`src/rtl/edge_detector_multi.sv`:
```
// Multi-channel edge detector: optional level synchroniser, per-channel Mealy and Moore
// edge ticks with rise/fall selection, and a saturating edge counter with a sticky flag.
module edge_detector_multi #(
   parameter int CH          = 4,
   parameter int SYNC_STAGES = 2,
   parameter int CNT_W       = 8
) (
   input  logic                  clk,
   input  logic                  rst,
   input  logic [CH-1:0]         level,
   input  logic [2*CH-1:0]       mode,
   input  logic [CH-1:0]         clr,
   output logic [CH-1:0]         mealy_tick,
   output logic [CH-1:0]         moore_tick,
   output logic [CH-1:0]         sticky,
   output logic [CH*CNT_W-1:0]   edge_cnt
);

   typedef enum logic [1:0] {ZERO, RISE, ONE, FALL} state_t;

   function automatic logic [CNT_W-1:0] sat_inc(input logic [CNT_W-1:0] v);
      return (v == {CNT_W{1'b1}}) ? v : v + 1'b1;
   endfunction

   for (genvar i = 0; i < CH; i++) begin : g_ch
      logic             s;
      logic             p;
      state_t           state;
      state_t           state_nxt;
      logic             sticky_q;
      logic [CNT_W-1:0] cnt_q;

      if (SYNC_STAGES == 0) begin : g_nosync
         assign s = level[i];
      end else begin : g_sync
         logic [SYNC_STAGES-1:0] sync_q;
         always_ff @(posedge clk or posedge rst) begin
            if (rst) sync_q <= '0;
            else     sync_q <= {sync_q[SYNC_STAGES-2:0], level[i]};
         end
         assign s = sync_q[SYNC_STAGES-1];
      end

      // previous-sample register and Moore state
      always_ff @(posedge clk or posedge rst) begin
         if (rst) begin
            p     <= 1'b0;
            state <= ZERO;
         end else begin
            p     <= s;
            state <= state_nxt;
         end
      end

      // FSM tracks s regardless of mode so a mode change never produces a late tick
      always_comb begin
         state_nxt = state;
         case (state)
            ZERO:    if (s)  state_nxt = RISE;
            RISE:    state_nxt = s ? ONE : FALL;
            ONE:     if (!s) state_nxt = FALL;
            FALL:    state_nxt = s ? RISE : ZERO;
            default: state_nxt = ZERO;
         endcase
      end

      assign mealy_tick[i] = (s & ~p & mode[2*i]) | (~s & p & mode[2*i+1]);
      assign moore_tick[i] = ((state == RISE) & mode[2*i]) | ((state == FALL) & mode[2*i+1]);

      // clear takes priority over a coincident tick
      always_ff @(posedge clk or posedge rst) begin
         if (rst) begin
            cnt_q    <= '0;
            sticky_q <= 1'b0;
         end else if (clr[i]) begin
            cnt_q    <= '0;
            sticky_q <= 1'b0;
         end else if (moore_tick[i]) begin
            cnt_q    <= sat_inc(cnt_q);
            sticky_q <= 1'b1;
         end
      end

      assign sticky[i]                  = sticky_q;
      assign edge_cnt[CNT_W*i +: CNT_W] = cnt_q;
   end

endmodule

```
`config.mk`:
```
export PLATFORM = sky130hd
export DESIGN_NAME = edge_detector_multi
export DESIGN_NICKNAME = d
export VERILOG_FILES = /design/src/rtl/edge_detector_multi.sv
export SDC_FILE = /design/constraint.sdc
export NUM_CORES = 1
export LEC_CHECK = 0
export CORE_MARGIN = 2
export CORE_UTILIZATION = 60
export DETAILED_ROUTE_END_ITERATION = 16
export DONT_BUFFER_PORTS = 1
export GPL_ROUTABILITY_DRIVEN = 0
export PLACE_DENSITY = 0.75
export SYNTH_ARGS = -nofsm -noshare
export SYNTH_HDL_FRONTEND = slang
export SYNTH_SLANG_ARGS = --single-unit
```
`constraint.sdc`:
```
create_clock -name clk -period 2.3 [get_ports clk]
set_input_delay 0.345 -clock clk [delete_from_list [all_inputs] [get_ports clk]]
set_output_delay 0.345 -clock clk [all_outputs]
set_load 0.02 [all_outputs]
```
==> summary.txt <==
Cells and area
  – Area of the multi-input gates: 1474 sq um
  – Util after Layout: 0.6600
  – Ant diodes: 0
  – Fillcell total: 376
  – Register area: 1401 sq um
  – Design Area, Final: 3138 sq um
  – Layout cells sized above 1: 0.09091
  – Area Overhead vs Synth: 4.762%
  – Net count, final: 328
  – Non-filler cells in the finished layout: 353

Clocking
  – Worst-path clk slew: 90 ps
  – Skew-Pair Late Insertion Delay: 300 ps
  – Post-CTS Setup Inserts: 0
  – CTS tree: yes
  – TritonCTS Buffers: 5
  – Clock Path Buffers: 2
  – Root Buffer: clkbuf_8
  – H-tree depth: 2
  – CTS Sinks: 56

Floorplanning
  – Die area: 5573 sq um
  – Die height: 74.66 um
  – Starting Density: 0.6300
  – I/O Pins: 62
  – # rows: 25
  – Core Box Area: 4755 sq um
  – Die span in x: 74.66 um

Detailed routing
  – Residual DRC: 0
  – Wire per inst: 14.21 um
  – WL final: 5.016 mm
  – Drt pass-1 iters: 4
  – Via/cell ratio: 5.739
  – Drt initial violations: 90
  – Total number of vias: 2026
  – Post-route ant nets: 0

Synthesis
  – Area contributors post-synth: dfrtp_1 47%, ha_1 10%, nor2_1 5.3%
  – Distinct cells, synth: 49
  – Post-Syn Nets: 329
  – Most used DFF post-synth: dfrtp_1
  – Ys async rst share: 1.000
  – Synth warnings: 0
  – Yosys top cell by area: dfrtp_1
  – Syn Area/Cell: 10.44 sq um
  – Cells after synthesis: 287
  – Register area share after synthesis: 0.4678
  – Post-synthesis register bit count: 56
  – Post-synthesis cell area: 2995 sq um
  – Number of enable flip-flop cells after synthesis: 0
  – Area share of the largest cell type after synthesis: 0.4678

Critical path
  – Worst path max stage delay: 410 ps
  – Crit start category: flip-flop
  – Critical Path AT: 2040 ps
  – Reg2Reg Depth: 6
  – Crit path buf inv count: 1
  – Setup CP Type: flip-flop to flip-flop
  – Reg2reg start: g_ch[0].state[1]$_DFFE_PP0P_
  – Worst-path fanout max: 7
  – Top cell family by delay on the critical path: compound AO/OA/AOI/OAI gates
  – CP required: 2490 ps
  – Critical Path End Type: flip-flop
  – Reg2reg setup slack: 450 ps
  – Reg2Reg Capture Point: g_ch[0].cnt_q[7]$_DFFE_PP0P_
  – Crit path cell chain: inv_1, ha_1, a22o_2, o21ai_2, nor4b_2, mux2_4
  – CP max-delay cell: dfrtp_1

STA
  – Min Tclk post-route: 1850 ps
  – Final Hold Violating Endpoints: 0
  – Fmax: 0.5406 GHz
  – Max Slew Vio Count: 0
  – Clk_skew: 6.967 ps
  – Final TNS setup: 0 ps
  – Unrepaired setup endpoints after global routing: no
  – Worst-Margin Slew: 701.9 ps
  – Final setup vio count: 0
  – Tcrit/Tclk final: 0.8043
  – Max_slew headroom: 0.5271

Min path
  – HP Start: level[3]
  – Hold EP: g_ch[3].g_sync.sync_q[0]$_DFF_PP0_
  – Worst hold stages: 0
  – Worst hold path class: input pin to flip-flop

Job
  – Max cap viols: 0

Global routing
  – Aggregate global-route resource usage: 0.1937
  – Number of global-route vias before repair: 1899
  – Pin count of the biggest net entering global routing: 31
  – Grt total ovfl: 0
  – First-pass GRT wire length: 8.397 mm
  – Initial antenna violation count: 0

Placement
  – PortBufs: 0
  – Post-DP HPWL: 3.816 mm
  – Dpl cell area: 3047 sq um
  – Placed Cells: 345

Pwr
  – Leakage power: 1.507 nW
  – PD cells: 907.1 nW/um^2
  – Worst vdd ir: 0.6341 mV
  – Tot Pwr: 2.847 mW

Run status
  – Outcome: finished clean
[cells by family (layout without fill, tap and decap cells)]
kind of cell    after synthesis  after routing  share of synthesized area
buf+inv                      27             26                    0.04010
mux                          18             18                    0.06433
flops                        56             56                     0.4678
compound gates               41             41                     0.1053
fa+ha+maj                    24             24                     0.1003
xor+xnor                     15             15                    0.04386
simple gates                106            106                     0.1784
[routing by layer]
layer	global-route usage	vias up	routed length, um
met5	0	-	0
met4	0.05754	0	63
met3	0.05622	8	308
met2	0.3196	54	2516
met1	0.2507	971	2128
li1	-	993	-
[report_power, final]
part	switching (mW)	internal [mW]	leakage [nW]
Sequential	0.264	1.15	0.728
Clock	0.289	0.207	0.0400
Combinational	0.554	0.384	0.738
Total	1.11	1.74	1.51
[repair_timing]
item	in CTS	in global routing
endpoints found under the setup margin	0	0
endpoints found under the hold margin	26	0
resized for setup	0	0
hold buffers	1	0
[cells in the final DEF, fill, tap and decap left out, types with 2 or more instances in the layout]
master	n
dfrtp_1	56
nor2_1	42
ha_1	24
nand2_1	19
inv_1	15
mux2i_1	14
xor2_1	14
o21ai_0	10
nand3_1	9
nand4_1	6
a21oi_1	5
nand3b_1	5
clkbuf_8	5
nor3_1	4
o211ai_1	4
and3_1	4
and2_1	4
nor2b_1	4
o32a_1	3
o2111ai_1	3
a22o_1	2
a22o_2	2
o21ai_2	2
mux2_4	2
mux2_2	2
[registers in the layout, indices dropped and copies added (netlist names)]
name / flops
g_ch.cnt_q: 32
g_ch.g_sync.sync_q: 8
g_ch.p: 4
g_ch.state: 8
g_ch.sticky_q: 4
[worst max path at each step]
stage / cells past startpoint / start / slack (ps) / end
6_report: 6 / g_ch[0].state[1]$_DFFE_PP0P_ / 450 / g_ch[0].cnt_q[7]$_DFFE_PP0P_
5_1_grt: 6 / g_ch[0].state[1]$_DFFE_PP0P_ / 320 / g_ch[0].cnt_q[7]$_DFFE_PP0P_
4_1_cts: 6 / g_ch[0].state[1]$_DFFE_PP0P_ / 440 / g_ch[0].cnt_q[7]$_DFFE_PP0P_
3_5_place_dp: 6 / g_ch[0].state[1]$_DFFE_PP0P_ / 460 / g_ch[0].cnt_q[7]$_DFFE_PP0P_
3_3_place_gp: 6 / g_ch[0].state[1]$_DFFE_PP0P_ / 510 / g_ch[0].cnt_q[7]$_DFFE_PP0P_
2_1_floorplan: 7 / g_ch[2].state[1]$_DFFE_PP0P_ / 570 / g_ch[2].cnt_q[7]$_DFFE_PP0P_
[cell type report]
type,count,share of cell area
Inverter,16,0.01914
Tap cell,67,0.02671
Clock buffer,5,0.02193
Clock inverter,2,0.003987
Multi-Input combinational cell,204,0.4697
Sequential cell,56,0.4466
Timing Repair Buffer,3,0.01196
[worst register-to-register path: cells and delay by family (launching register included)]
| kind | cells | cell delay [ps] |
|---|---|---|
| compound gates | 2 | 450 |
| flops | 1 | 410 |
| mux | 1 | 320 |
| simple gates | 1 | 270 |
| fa+ha+maj | 1 | 180 |
| buf+inv | 1 | 120 |
[stage by stage]
step	setup slack, ps	hold slack (ps)
CTS	439.5	48.08
global route	316.2	34.72
detailed placement	463.9	323.6
floorplan	568.1	331.2
finish	450.1	62.36
global placement	507.3	322.9
[cell usage after synthesis, types with 4 or more instances]
cell type  number
o211ai_1        4
mux2i_1        14
nand3_1         9
nor3_1          4
nor2_1         42
dfrtp_1        56
nor2b_1         4
and3_1          4
xor2_1         14
a21oi_1         5
nand4_1         6
inv_1          16
o21ai_0        10
buf_4           4
nand3b_1        5
and2_1          4
nand2_1        19
ha_1           24
(Power assumes the default switching activity.)
